### src/rtl/arm_pkg.sv
// Shared ARM execute-stage encodings: ALU commands, shifter types and forwarding selects.
package arm_pkg;

    localparam logic [3:0] EXE_CMD_MOV = 4'b0001;
    localparam logic [3:0] EXE_CMD_MVN = 4'b1001;
    localparam logic [3:0] EXE_CMD_ADD = 4'b0010;
    localparam logic [3:0] EXE_CMD_ADC = 4'b0011;
    localparam logic [3:0] EXE_CMD_SUB = 4'b0100;
    localparam logic [3:0] EXE_CMD_SBC = 4'b0101;
    localparam logic [3:0] EXE_CMD_AND = 4'b0110;
    localparam logic [3:0] EXE_CMD_ORR = 4'b0111;
    localparam logic [3:0] EXE_CMD_EOR = 4'b1000;

    localparam logic [1:0] SHIFT_LSL = 2'b00;
    localparam logic [1:0] SHIFT_LSR = 2'b01;
    localparam logic [1:0] SHIFT_ASR = 2'b10;
    localparam logic [1:0] SHIFT_ROR = 2'b11;

    localparam logic [1:0] FWD_ID  = 2'b00;
    localparam logic [1:0] FWD_MEM = 2'b01;
    localparam logic [1:0] FWD_WB  = 2'b10;

    function automatic logic [31:0] ror32(input logic [31:0] x, input logic [4:0] n);
        logic [63:0] d;
        d = {x, x} >> n;
        return d[31:0];
    endfunction

endpackage

### src/rtl/exe_stage_if.sv
// ID/EX inputs and EX/MEM outputs of the execute stage, bundled for port wiring.
interface exe_stage_if #(parameter int DW = 32);
    logic          freeze;
    logic          wb_en_in, mem_r_en_in, mem_w_en_in, b_in, s_in, imm_in;
    logic [3:0]    exe_cmd;
    logic [DW-1:0] pc_in, val_rn, val_rm;
    logic [11:0]   shift_operand;
    logic [23:0]   signed_imm_24;
    logic [3:0]    dest_in;
    logic [1:0]    sel_src1, sel_src2;
    logic [DW-1:0] mem_fwd_val, wb_fwd_val;
    logic          branch_taken;
    logic [DW-1:0] branch_addr;
    logic [3:0]    sr;
    logic          wb_en, mem_r_en, mem_w_en;
    logic [DW-1:0] alu_res, st_val;
    logic [3:0]    dest;

    modport slave (
        input  freeze, wb_en_in, mem_r_en_in, mem_w_en_in, b_in, s_in, imm_in,
        input  exe_cmd, pc_in, val_rn, val_rm, shift_operand, signed_imm_24, dest_in,
        input  sel_src1, sel_src2, mem_fwd_val, wb_fwd_val,
        output branch_taken, branch_addr, sr, wb_en, mem_r_en, mem_w_en, alu_res, st_val, dest
    );

    modport master (
        output freeze, wb_en_in, mem_r_en_in, mem_w_en_in, b_in, s_in, imm_in,
        output exe_cmd, pc_in, val_rn, val_rm, shift_operand, signed_imm_24, dest_in,
        output sel_src1, sel_src2, mem_fwd_val, wb_fwd_val,
        input  branch_taken, branch_addr, sr, wb_en, mem_r_en, mem_w_en, alu_res, st_val, dest
    );
endinterface

### src/rtl/val2_generator.sv
// Second ALU operand: memory offset, rotated 8-bit immediate, or shifted register.
module val2_generator
    import arm_pkg::*;
(
    input  logic [11:0] shift_operand,
    input  logic        imm,
    input  logic        mem_en,
    input  logic [31:0] rm,
    output logic [31:0] val2
);
    logic [4:0] w_amt;
    assign w_amt = shift_operand[11:7];

    always_comb begin
        val2 = rm;
        if (mem_en) begin
            val2 = {20'd0, shift_operand};
        end else if (imm) begin
            val2 = ror32({24'd0, shift_operand[7:0]}, {shift_operand[11:8], 1'b0});
        end else begin
            // amount 0 leaves rm unchanged for every shift type
            case (shift_operand[6:5])
                SHIFT_LSL: val2 = rm << w_amt;
                SHIFT_LSR: val2 = rm >> w_amt;
                SHIFT_ASR: val2 = $signed(rm) >>> w_amt;
                SHIFT_ROR: val2 = ror32(rm, w_amt);
                default:   val2 = rm;
            endcase
        end
    end
endmodule

### src/rtl/exe_stage.sv
// Execute stage: forwarding, ALU with NZCV register, branch target, EX/MEM register.
module exe_stage
    import arm_pkg::*;
#(
    parameter int DW = 32
) (
    input  logic         clk,
    input  logic         rst,
    exe_stage_if.slave   bus
);
    logic [DW-1:0] w_op1, w_rm, w_val2, w_b, w_res;
    logic [DW:0]   w_sum;
    logic          w_arith, w_valid, w_c, w_v;
    logic [3:0]    r_sr;
    logic          r_wb_en, r_mem_r_en, r_mem_w_en;
    logic [DW-1:0] r_alu_res, r_st_val;
    logic [3:0]    r_dest;

    always_comb begin
        case (bus.sel_src1)
            FWD_ID:  w_op1 = bus.val_rn;
            FWD_MEM: w_op1 = bus.mem_fwd_val;
            FWD_WB:  w_op1 = bus.wb_fwd_val;
            default: w_op1 = bus.val_rn;
        endcase
        case (bus.sel_src2)
            FWD_ID:  w_rm = bus.val_rm;
            FWD_MEM: w_rm = bus.mem_fwd_val;
            FWD_WB:  w_rm = bus.wb_fwd_val;
            default: w_rm = bus.val_rm;
        endcase
    end

    val2_generator u_val2 (
        .shift_operand (bus.shift_operand),
        .imm           (bus.imm_in),
        .mem_en        (bus.mem_r_en_in | bus.mem_w_en_in),
        .rm            (w_rm),
        .val2          (w_val2)
    );

    // Subtracts are op1 + ~val2 + carry-in, so C is ARM's no-borrow flag.
    always_comb begin
        w_res   = '0;
        w_sum   = '0;
        w_b     = w_val2;
        w_arith = 1'b0;
        w_valid = 1'b1;
        w_c     = r_sr[1];
        w_v     = r_sr[0];
        case (bus.exe_cmd)
            EXE_CMD_MOV: w_res = w_val2;
            EXE_CMD_MVN: w_res = ~w_val2;
            EXE_CMD_ADD: begin
                w_arith = 1'b1;
                w_sum   = {1'b0, w_op1} + {1'b0, w_val2};
            end
            EXE_CMD_ADC: begin
                w_arith = 1'b1;
                w_sum   = {1'b0, w_op1} + {1'b0, w_val2} + {{DW{1'b0}}, r_sr[1]};
            end
            EXE_CMD_SUB: begin
                w_arith = 1'b1;
                w_b     = ~w_val2;
                w_sum   = {1'b0, w_op1} + {1'b0, ~w_val2} + {{DW{1'b0}}, 1'b1};
            end
            EXE_CMD_SBC: begin
                w_arith = 1'b1;
                w_b     = ~w_val2;
                w_sum   = {1'b0, w_op1} + {1'b0, ~w_val2} + {{DW{1'b0}}, r_sr[1]};
            end
            EXE_CMD_AND: w_res = w_op1 & w_val2;
            EXE_CMD_ORR: w_res = w_op1 | w_val2;
            EXE_CMD_EOR: w_res = w_op1 ^ w_val2;
            default:     w_valid = 1'b0;
        endcase
        if (w_arith) begin
            w_res = w_sum[DW-1:0];
            w_c   = w_sum[DW];
            w_v   = (w_op1[DW-1] == w_b[DW-1]) && (w_res[DW-1] != w_op1[DW-1]);
        end
    end

    always_ff @(posedge clk) begin
        if (rst) begin
            r_sr       <= '0;
            r_wb_en    <= 1'b0;
            r_mem_r_en <= 1'b0;
            r_mem_w_en <= 1'b0;
            r_alu_res  <= '0;
            r_st_val   <= '0;
            r_dest     <= '0;
        end else if (!bus.freeze) begin
            r_wb_en    <= bus.wb_en_in;
            r_mem_r_en <= bus.mem_r_en_in;
            r_mem_w_en <= bus.mem_w_en_in;
            r_alu_res  <= w_res;
            r_st_val   <= w_rm;
            r_dest     <= bus.dest_in;
            if (bus.s_in && w_valid) begin
                r_sr <= {w_res[DW-1], (w_res == '0), w_c, w_v};
            end
        end
    end

    assign bus.branch_taken = bus.b_in;
    assign bus.branch_addr  = bus.pc_in + {{6{bus.signed_imm_24[23]}}, bus.signed_imm_24, 2'b00};
    assign bus.sr           = r_sr;
    assign bus.wb_en        = r_wb_en;
    assign bus.mem_r_en     = r_mem_r_en;
    assign bus.mem_w_en     = r_mem_w_en;
    assign bus.alu_res      = r_alu_res;
    assign bus.st_val       = r_st_val;
    assign bus.dest         = r_dest;
endmodule
### src/flat_wrapper.sv
// flat-port wrapper written by rule: the top's interface ports become plain ports
module exe_stage_flat import arm_pkg::*;
#(
    parameter int DW = 32
)
  (clk, rst, bus_freeze, bus_wb_en_in, bus_mem_r_en_in, bus_mem_w_en_in, bus_b_in, bus_s_in, bus_imm_in, bus_exe_cmd, bus_pc_in, bus_val_rn, bus_val_rm, bus_shift_operand, bus_signed_imm_24, bus_dest_in, bus_sel_src1, bus_sel_src2, bus_mem_fwd_val, bus_wb_fwd_val, bus_branch_taken, bus_branch_addr, bus_sr, bus_wb_en, bus_mem_r_en, bus_mem_w_en, bus_alu_res, bus_st_val, bus_dest);
  exe_stage_if #(.DW(DW)) bus_i ();
  input  logic clk;
  input  logic rst;
  input wire logic [$bits(bus_i.freeze)-1:0] bus_freeze;
  input wire logic [$bits(bus_i.wb_en_in)-1:0] bus_wb_en_in;
  input wire logic [$bits(bus_i.mem_r_en_in)-1:0] bus_mem_r_en_in;
  input wire logic [$bits(bus_i.mem_w_en_in)-1:0] bus_mem_w_en_in;
  input wire logic [$bits(bus_i.b_in)-1:0] bus_b_in;
  input wire logic [$bits(bus_i.s_in)-1:0] bus_s_in;
  input wire logic [$bits(bus_i.imm_in)-1:0] bus_imm_in;
  input wire logic [$bits(bus_i.exe_cmd)-1:0] bus_exe_cmd;
  input wire logic [$bits(bus_i.pc_in)-1:0] bus_pc_in;
  input wire logic [$bits(bus_i.val_rn)-1:0] bus_val_rn;
  input wire logic [$bits(bus_i.val_rm)-1:0] bus_val_rm;
  input wire logic [$bits(bus_i.shift_operand)-1:0] bus_shift_operand;
  input wire logic [$bits(bus_i.signed_imm_24)-1:0] bus_signed_imm_24;
  input wire logic [$bits(bus_i.dest_in)-1:0] bus_dest_in;
  input wire logic [$bits(bus_i.sel_src1)-1:0] bus_sel_src1;
  input wire logic [$bits(bus_i.sel_src2)-1:0] bus_sel_src2;
  input wire logic [$bits(bus_i.mem_fwd_val)-1:0] bus_mem_fwd_val;
  input wire logic [$bits(bus_i.wb_fwd_val)-1:0] bus_wb_fwd_val;
  output wire logic [$bits(bus_i.branch_taken)-1:0] bus_branch_taken;
  output wire logic [$bits(bus_i.branch_addr)-1:0] bus_branch_addr;
  output wire logic [$bits(bus_i.sr)-1:0] bus_sr;
  output wire logic [$bits(bus_i.wb_en)-1:0] bus_wb_en;
  output wire logic [$bits(bus_i.mem_r_en)-1:0] bus_mem_r_en;
  output wire logic [$bits(bus_i.mem_w_en)-1:0] bus_mem_w_en;
  output wire logic [$bits(bus_i.alu_res)-1:0] bus_alu_res;
  output wire logic [$bits(bus_i.st_val)-1:0] bus_st_val;
  output wire logic [$bits(bus_i.dest)-1:0] bus_dest;
  assign bus_i.freeze = bus_freeze;
  assign bus_i.wb_en_in = bus_wb_en_in;
  assign bus_i.mem_r_en_in = bus_mem_r_en_in;
  assign bus_i.mem_w_en_in = bus_mem_w_en_in;
  assign bus_i.b_in = bus_b_in;
  assign bus_i.s_in = bus_s_in;
  assign bus_i.imm_in = bus_imm_in;
  assign bus_i.exe_cmd = bus_exe_cmd;
  assign bus_i.pc_in = bus_pc_in;
  assign bus_i.val_rn = bus_val_rn;
  assign bus_i.val_rm = bus_val_rm;
  assign bus_i.shift_operand = bus_shift_operand;
  assign bus_i.signed_imm_24 = bus_signed_imm_24;
  assign bus_i.dest_in = bus_dest_in;
  assign bus_i.sel_src1 = bus_sel_src1;
  assign bus_i.sel_src2 = bus_sel_src2;
  assign bus_i.mem_fwd_val = bus_mem_fwd_val;
  assign bus_i.wb_fwd_val = bus_wb_fwd_val;
  assign bus_branch_taken = bus_i.branch_taken;
  assign bus_branch_addr = bus_i.branch_addr;
  assign bus_sr = bus_i.sr;
  assign bus_wb_en = bus_i.wb_en;
  assign bus_mem_r_en = bus_i.mem_r_en;
  assign bus_mem_w_en = bus_i.mem_w_en;
  assign bus_alu_res = bus_i.alu_res;
  assign bus_st_val = bus_i.st_val;
  assign bus_dest = bus_i.dest;
  exe_stage #(.DW(DW)) u_core (.clk(clk), .rst(rst), .bus(bus_i));
endmodule
### config.mk
export PLATFORM = sky130hd
export DESIGN_NAME = exe_stage_flat
export DESIGN_NICKNAME = d
export VERILOG_FILES = /design/src/rtl/arm_pkg.sv /design/src/rtl/exe_stage_if.sv /design/src/rtl/val2_generator.sv /design/src/rtl/exe_stage.sv /design/src/flat_wrapper.sv
export SDC_FILE = /design/constraint.sdc
export NUM_CORES = 1
export LEC_CHECK = 0
export BUFFER_PORTS_ARGS = -buffer_cell sky130_fd_sc_hd__buf_2
export CAP_MARGIN = 40
export CORE_UTILIZATION = 45
export CTS_CLUSTER_SIZE = 20
export DETAILED_ROUTE_END_ITERATION = 8
export PLACE_DENSITY = 0.66
export SETUP_SLACK_MARGIN = 0.2
export SLEW_MARGIN = 20
export SYNTH_ARGS = -nofsm -noshare
export SYNTH_HDL_FRONTEND = slang
export SYNTH_HIERARCHICAL = 1
export SYNTH_SLANG_ARGS = --single-unit
### constraint.sdc
create_clock -name clk -period 10.3 [get_ports clk]
set_clock_uncertainty 0.05 [all_clocks]
set_input_delay 0.515 -clock clk [delete_from_list [all_inputs] [get_ports clk]]
set_output_delay 0.515 -clock clk [all_outputs]
set_load 0.1 [all_outputs]
Word level (Yosys, flattened, before mapping):

Index checks and enable logic that the tools add are counted.

* add/sub/neg operators: 6
* eq/ne operators: 18
* shifts and indexed selects: 5
* mux-type cells: 11
* bitwise logic cells: 6
* reductions and logical operators: 9

Operator list (count)
* one-hot mux 32 bit (5 select lines): 1
* one-hot mux 33 bit (4 select lines): 1
* two-way mux 32 bit: 4
* one-hot mux 32 bit (2 select lines): 2
* one-hot mux 32 bit (4 select lines): 1
* adder 32 x 32 -> 33 bit: 2
* adder 33 x 1 -> 33 bit: 2
* >> shifter 64 x 5 -> 32 bit: 1
* >> shifter 40 x 5 -> 32 bit: 1
* adder 33 x 1 -> 33 bit (second input constant): 1
* adder 32 bit: 1
* bitwise AND 32 bit: 1
* zero test 32 bit: 1
* inverter 32 bit: 1
* OR 32 bit: 1
* << shifter 32 x 5 -> 32 bit: 1
* >> shifter 32 x 5 -> 32 bit: 1
* >>> shifter 32 x 5 -> 32 bit: 1
* XOR 32 bit: 1
* equality test 4 x 3 -> 1 bit (second input constant): 4
* OR reduction 9 bit: 1
* equality test 2 bit (second input constant): 4
* equality test 4 x 2 -> 1 bit (second input constant): 2
* equality test 4 bit (second input constant): 2
* 13 further kinds: 17

* bits in registers: 75
* bits of input ports: 217
* output and inout port bits: 108
* word-level logic and storage cells: 63

Logic depth before layout (Yosys ltp):

* depth after elaboration: 12
* mapped depth: 31
* depth with buffers taken out: 28

Modules after synthesis:

Netlist, hierarchy kept.

By module, submodules not included
* exe_stage: instances 1, cells an instance 1974, area an instance 14003.4 um2, sequential area each 1501.4 um2
* val2_generator: instances 1, cells an instance 837, area an instance 5935.7 um2, sequential area each 0.0 um2

Worst setup path before layout:

OpenSTA, ideal clock, no wires.

* kind: input port to flip-flop
* start: input bus_sel_src2[0]
* end: register u_core.r_sr[2] (netlist: u_core/bus.sr[2])
* setup time: 0.069 ns
* arrival: 7.078 ns
* required time: 10.181 ns
* slack: 3.103 ns
* stages on the path: 27
* path buffers: 2
* cell sequence: inv_1 ha_1 clkbuf_1 clkbuf_1 o21ai_0 mux4_2 mux2_2 mux2_2 o21ai_1 o2111ai_1 o211a_1 ha_1 fa_1 nor2b_1 o211a_1 o211a_1 or4_1 o2111ai_1 nor3b_4 nand3_1 nor4_4 xor2_1 a221o_1 nor4_1 nand4b_1 or4_1 o21ai_1

* word-level cells in the longest chain between the ends: 12
* elaborated cells on any way between the ends: 23
* classes of those cells: 5 x add/sub; 2 x eq/ne; 4 x shift; 7 x mux; 4 x bitwise; 1 x reduce/logical

RTL lines
* start: declaration: line flat_wrapper.sv:25 `input wire logic [$bits(bus_i.sel_src2)-1:0] bus_sel_src2;`
* equality test 2 bit or equality test 2 x 1 -> 1 bit (tied branches): line exe_stage.sv:26 `case (bus.sel_src2)`
* one-hot mux 32 bit (2 select lines) (*): line exe_stage.sv:26
* net u_core.w_rm[22]: line exe_stage.sv:11 `logic [DW-1:0] w_op1, w_rm, w_val2, w_b, w_res;`
* >> shifter 64 x 5 -> 32 bit, or another cell as far along: line arm_pkg.sv:25 `d = {x, x} >> n;`
* one-hot mux 32 bit (4 select lines) (*): line val2_generator.sv:22 `case (shift_operand[6:5])`
* two-way mux 32 bit (*): line val2_generator.sv:18 `end else if (imm) begin`
* two-way mux 32 bit (*): line val2_generator.sv:16 `if (mem_en) begin`
* net u_core.w_val2[0]: line exe_stage.sv:11
* inverter 32 bit: line exe_stage.sv:53, exe_stage.sv:65, exe_stage.sv:70
* adder 32 x 32 -> 33 bit: line exe_stage.sv:65, exe_stage.sv:70
* adder 33 x 1 -> 33 bit (on tied branches): line exe_stage.sv:70, exe_stage.sv:65
* one-hot mux 33 bit (4 select lines): line exe_stage.sv:51 `case (bus.exe_cmd)`
* two-way mux 32 bit (*): line exe_stage.sv:77 `if (w_arith) begin`
* zero test 32 bit (*): line exe_stage.sv:101 `r_sr <= {w_res[DW-1], (w_res == '0), w_c, w_v};`
* end signal: assignment: line exe_stage.sv:101
* end: declaration: line exe_stage.sv:14 `logic [3:0] r_sr;`

Mark *: on every way through the listed nets, which the timed path passes. The rest lies on a longest branch.
A chain may end at the register's enable or synchronous reset.

Worst setup path in the final report:

Same ends and word-level chain as after synthesis.

==> reports/qor.yml <==
drt_iter0_markers: 3320
clock-sinks: 75
syn_avg_cell_area_um2: 7.09
final-max-slew-violation-count: 0
crit_family: "compound AO/OA/AOI/OAI gates"
synth_top_area_share_pct: 8.28
fin_crit_sh_pct: 89.4
setup_tns_ns: 0
synthCells: 2811
worstMarginPinSlew_ns: 1.21
max_freq_mhz: 109
p_comb_share_pct: 76.5
worst_setup_path_start_kind: "input pin"
drive_gt1_share_pct: 20.5
critical_path_class: "input pin to register"
min_from: "bus_dest_in[1]"
die_w_um: 212
synth_cell_types: 123
yosys.area.top_type: "ha_1"
synth-seq-area-share_pct: 7.53
reg2reg_slack_ns: 6.07
post-place-ws_ns: 0.839
ios: 325
cts_made_buffers: 9
cp.buffers_inverters: 4
min_path_type: "input pin to register"
cp_slowest_cell: "ha_1"
finalSetupViolations: 0
synthesis.nets: 3163
grt_pass1_vias: 23095
ant_nets: 0
cts_tree: "yes"
clk_path_buf_depth: 2
status: "complete, no violations"
hpwl_mm: 82.3
syn_to_final_growth_pct: 13.1
synth-main-ff-cell: "dfxtp_1"
wl_mm: 104
drc_errors: 0
cp-startpoint: "bus_sel_src2[0]"
post-cts-setup-buffers: 0
antennaDiodeCount: 0
grt_max_degree: 77
portBuffers: 318
cts_hold_buffers: 0
place_congestion: 1.12
fillers: 4370
drt_pre_antenna_iters: 9
wl_per_cell_um: 28.7
fin_crit_ns: 9.21
p_seq_share_pct: 11.2
sw_frac_of_total_pct: 59.3
final-hold-violation-count: 0
cell_internal_pwr_mw: 1.17
critical-path-max-stage-delay_ns: 0.63
power.density_mw_per_mm2: 128
fp.coreArea_mm2: 0.0434
crit_arrival_ns: 9.48
rr_startpoint: "u_core/bus.sr[1]$_SDFFE_PP0P_"
layout_setup_ws_ns: 1.09
relSlewSlack_pct: 19.4
cts_resized: 0
max-vdd-ir-drop_mv: 0.246
grt_usage_pct: 44.9
viasPerCell: 6.86
synth_warnings: 6
cts-root-buf: "clkbuf_16"
initial_utilization_pct: 46.0
chipHeight_um: 212
fin_nets: 3391
rows: 76
yosys-top-cells-area: "ha_1, dfxtp_1, mux2i_1"
gr-total-overflow: 0
p_total_mw: 2.88
grt_first_pass_wirelength_mm: 150
netlist_area_mm2: 0.0199
p_leak_nw: 9.35
clk_pin_slew_ns: 0.07
cp.required_ns: 10.57
synth_edf_count: 0
endpoint_kind: "register"
rsz0062_at_grt: "false"
ys_async_sr_fraction_pct: 0
via_count: 24887
switchingPower_mw: 1.71
cp_max_fo: 26
htreeDepth: 3
die-area_mm2: 0.0452
drv_cap: 0
p_clk_share_pct: 12.3
antenna_found_initial: 1
yosys_register_bits: 75
clk_latency_ns: 0.39
==> synth_stat cells, drive strengths merged (13+ instances only) <==
cell type,count
nand4,20
clkbuf,116
xnor2,135
a21oi,180
and2,20
or2,22
nand2,258
xor2,26
o211ai,42
nand3,75
a211o,15
o2111ai,21
mux2i,125
a22oi,99
o32ai,13
a2111oi,18
a31oi,24
nor4,29
a211oi,43
and3,20
ha,132
nor2b,34
nor2,296
or3,20
a21o,23
o221ai,25
inv,132
a221oi,28
mux4,38
o22ai,48
o31ai,18
nand2b,31
nor3,70
a311oi,15
buf,92
mux2,48
dfxtp,75
o21a,17
o21ai,190
==> worst min-delay path: cells and delay by family <==
family | cells | cell delay, ns
buf+inv | 1 | 0.07
simple gates | 1 | 0.07
mux | 1 | 0.05
==> path summary, 6_finish.rpt <==
check	endpoint	cells past startpoint
max	u_core/bus.sr[2]$_SDFFE_PP0P_	28
min	u_core/bus.dest[1]$_SDFFE_PP0N_	3
max reg2reg	u_core/bus.sr[2]$_SDFFE_PP0P_	13
min reg2reg	u_core/bus.alu_res[9]$_SDFFE_PP0N_	2
==> metrics by stage <==
stage	instance area [µm²]	instances	hold WS (ns)	utilization (%)
floorplan	19900	2811	0.609	-
global placement	21800	3566	0.389	50.4
detailed placement	22100	3595	0.402	51.0
CTS	22400	3611	0.302	51.7
global route	22500	3629	0.329	52.0
finish	22500	3629	0.302	52.0
==> area by class of cell <==
cell class                 instances  area (µm²)  share of cell area, %
clock buffer                      10         239                   1.06
clock inverter                     6        70.1                  0.311
inverter                         139         522                   2.31
multi-input combinational       2389       17000                   75.5
sequential                        75        1500                   6.66
tap                              585         732                   3.25
timing repair buffer             425        2470                   11.0
==> power by group through the flow <==
stage	sequential, mW	clock, mW	combinational [mW]
6_report	0.322	0.355	2.20
5_1_grt	0.324	0.366	2.30
4_1_cts	0.322	0.357	2.11
3_5_place_dp	0.328	0	2.11
3_3_place_gp	0.328	0	2.07
2_1_floorplan	0.469	0	1.38
==> routing by layer <==
| layer | global-route usage [%] | wire [µm] | vias up | part of all wire (%) |
|---|---|---|---|---|
| li1 | - | - | 10987 | - |
| met1 | 53.1 | 38800 | 11817 | 37 |
| met2 | 70.8 | 45500 | 1705 | 44 |
| met3 | 10.7 | 11000 | 376 | 11 |
| met4 | 32.4 | 8720 | 2 | 8.4 |
| met5 | 0 | 15 | - | 0.014 |
==> state kept, by name, indices dropped and copies added (netlist names) <==
| register | count |
|---|---|
| u_core/bus.mem_w_en | 1 |
| u_core/bus.mem_r_en | 1 |
| u_core/bus.dest | 4 |
| u_core/bus.st_val | 32 |
| u_core/bus.wb_en | 1 |
| u_core/bus.alu_res | 32 |
| u_core/bus.sr | 4 |
==> cell usage in the layout (no fill, tap or decap), drive strengths merged, types with 70 or more instances in the layout <==
| cell type | instances |
|---|---|
| xnor2 | 135 |
| a22oi | 99 |
| nor3 | 70 |
| a21oi | 180 |
| o21ai | 190 |
| nand3 | 75 |
| ha | 132 |
| dfxtp | 75 |
| inv | 135 |
| nor2 | 296 |
| nand2 | 258 |
| buf | 423 |
| mux2i | 125 |
==> cells by family after synthesis <==
kind of cell,after synthesis,synth area share (%)
simple gates,946,23.1
compound gates,936,32.9
buf+inv,347,7.37
mux,211,13.3
xor+xnor,161,7.20
fa+ha+maj,135,8.58
flops,75,7.53
Note: power is estimated with default switching activity, not from simulation.
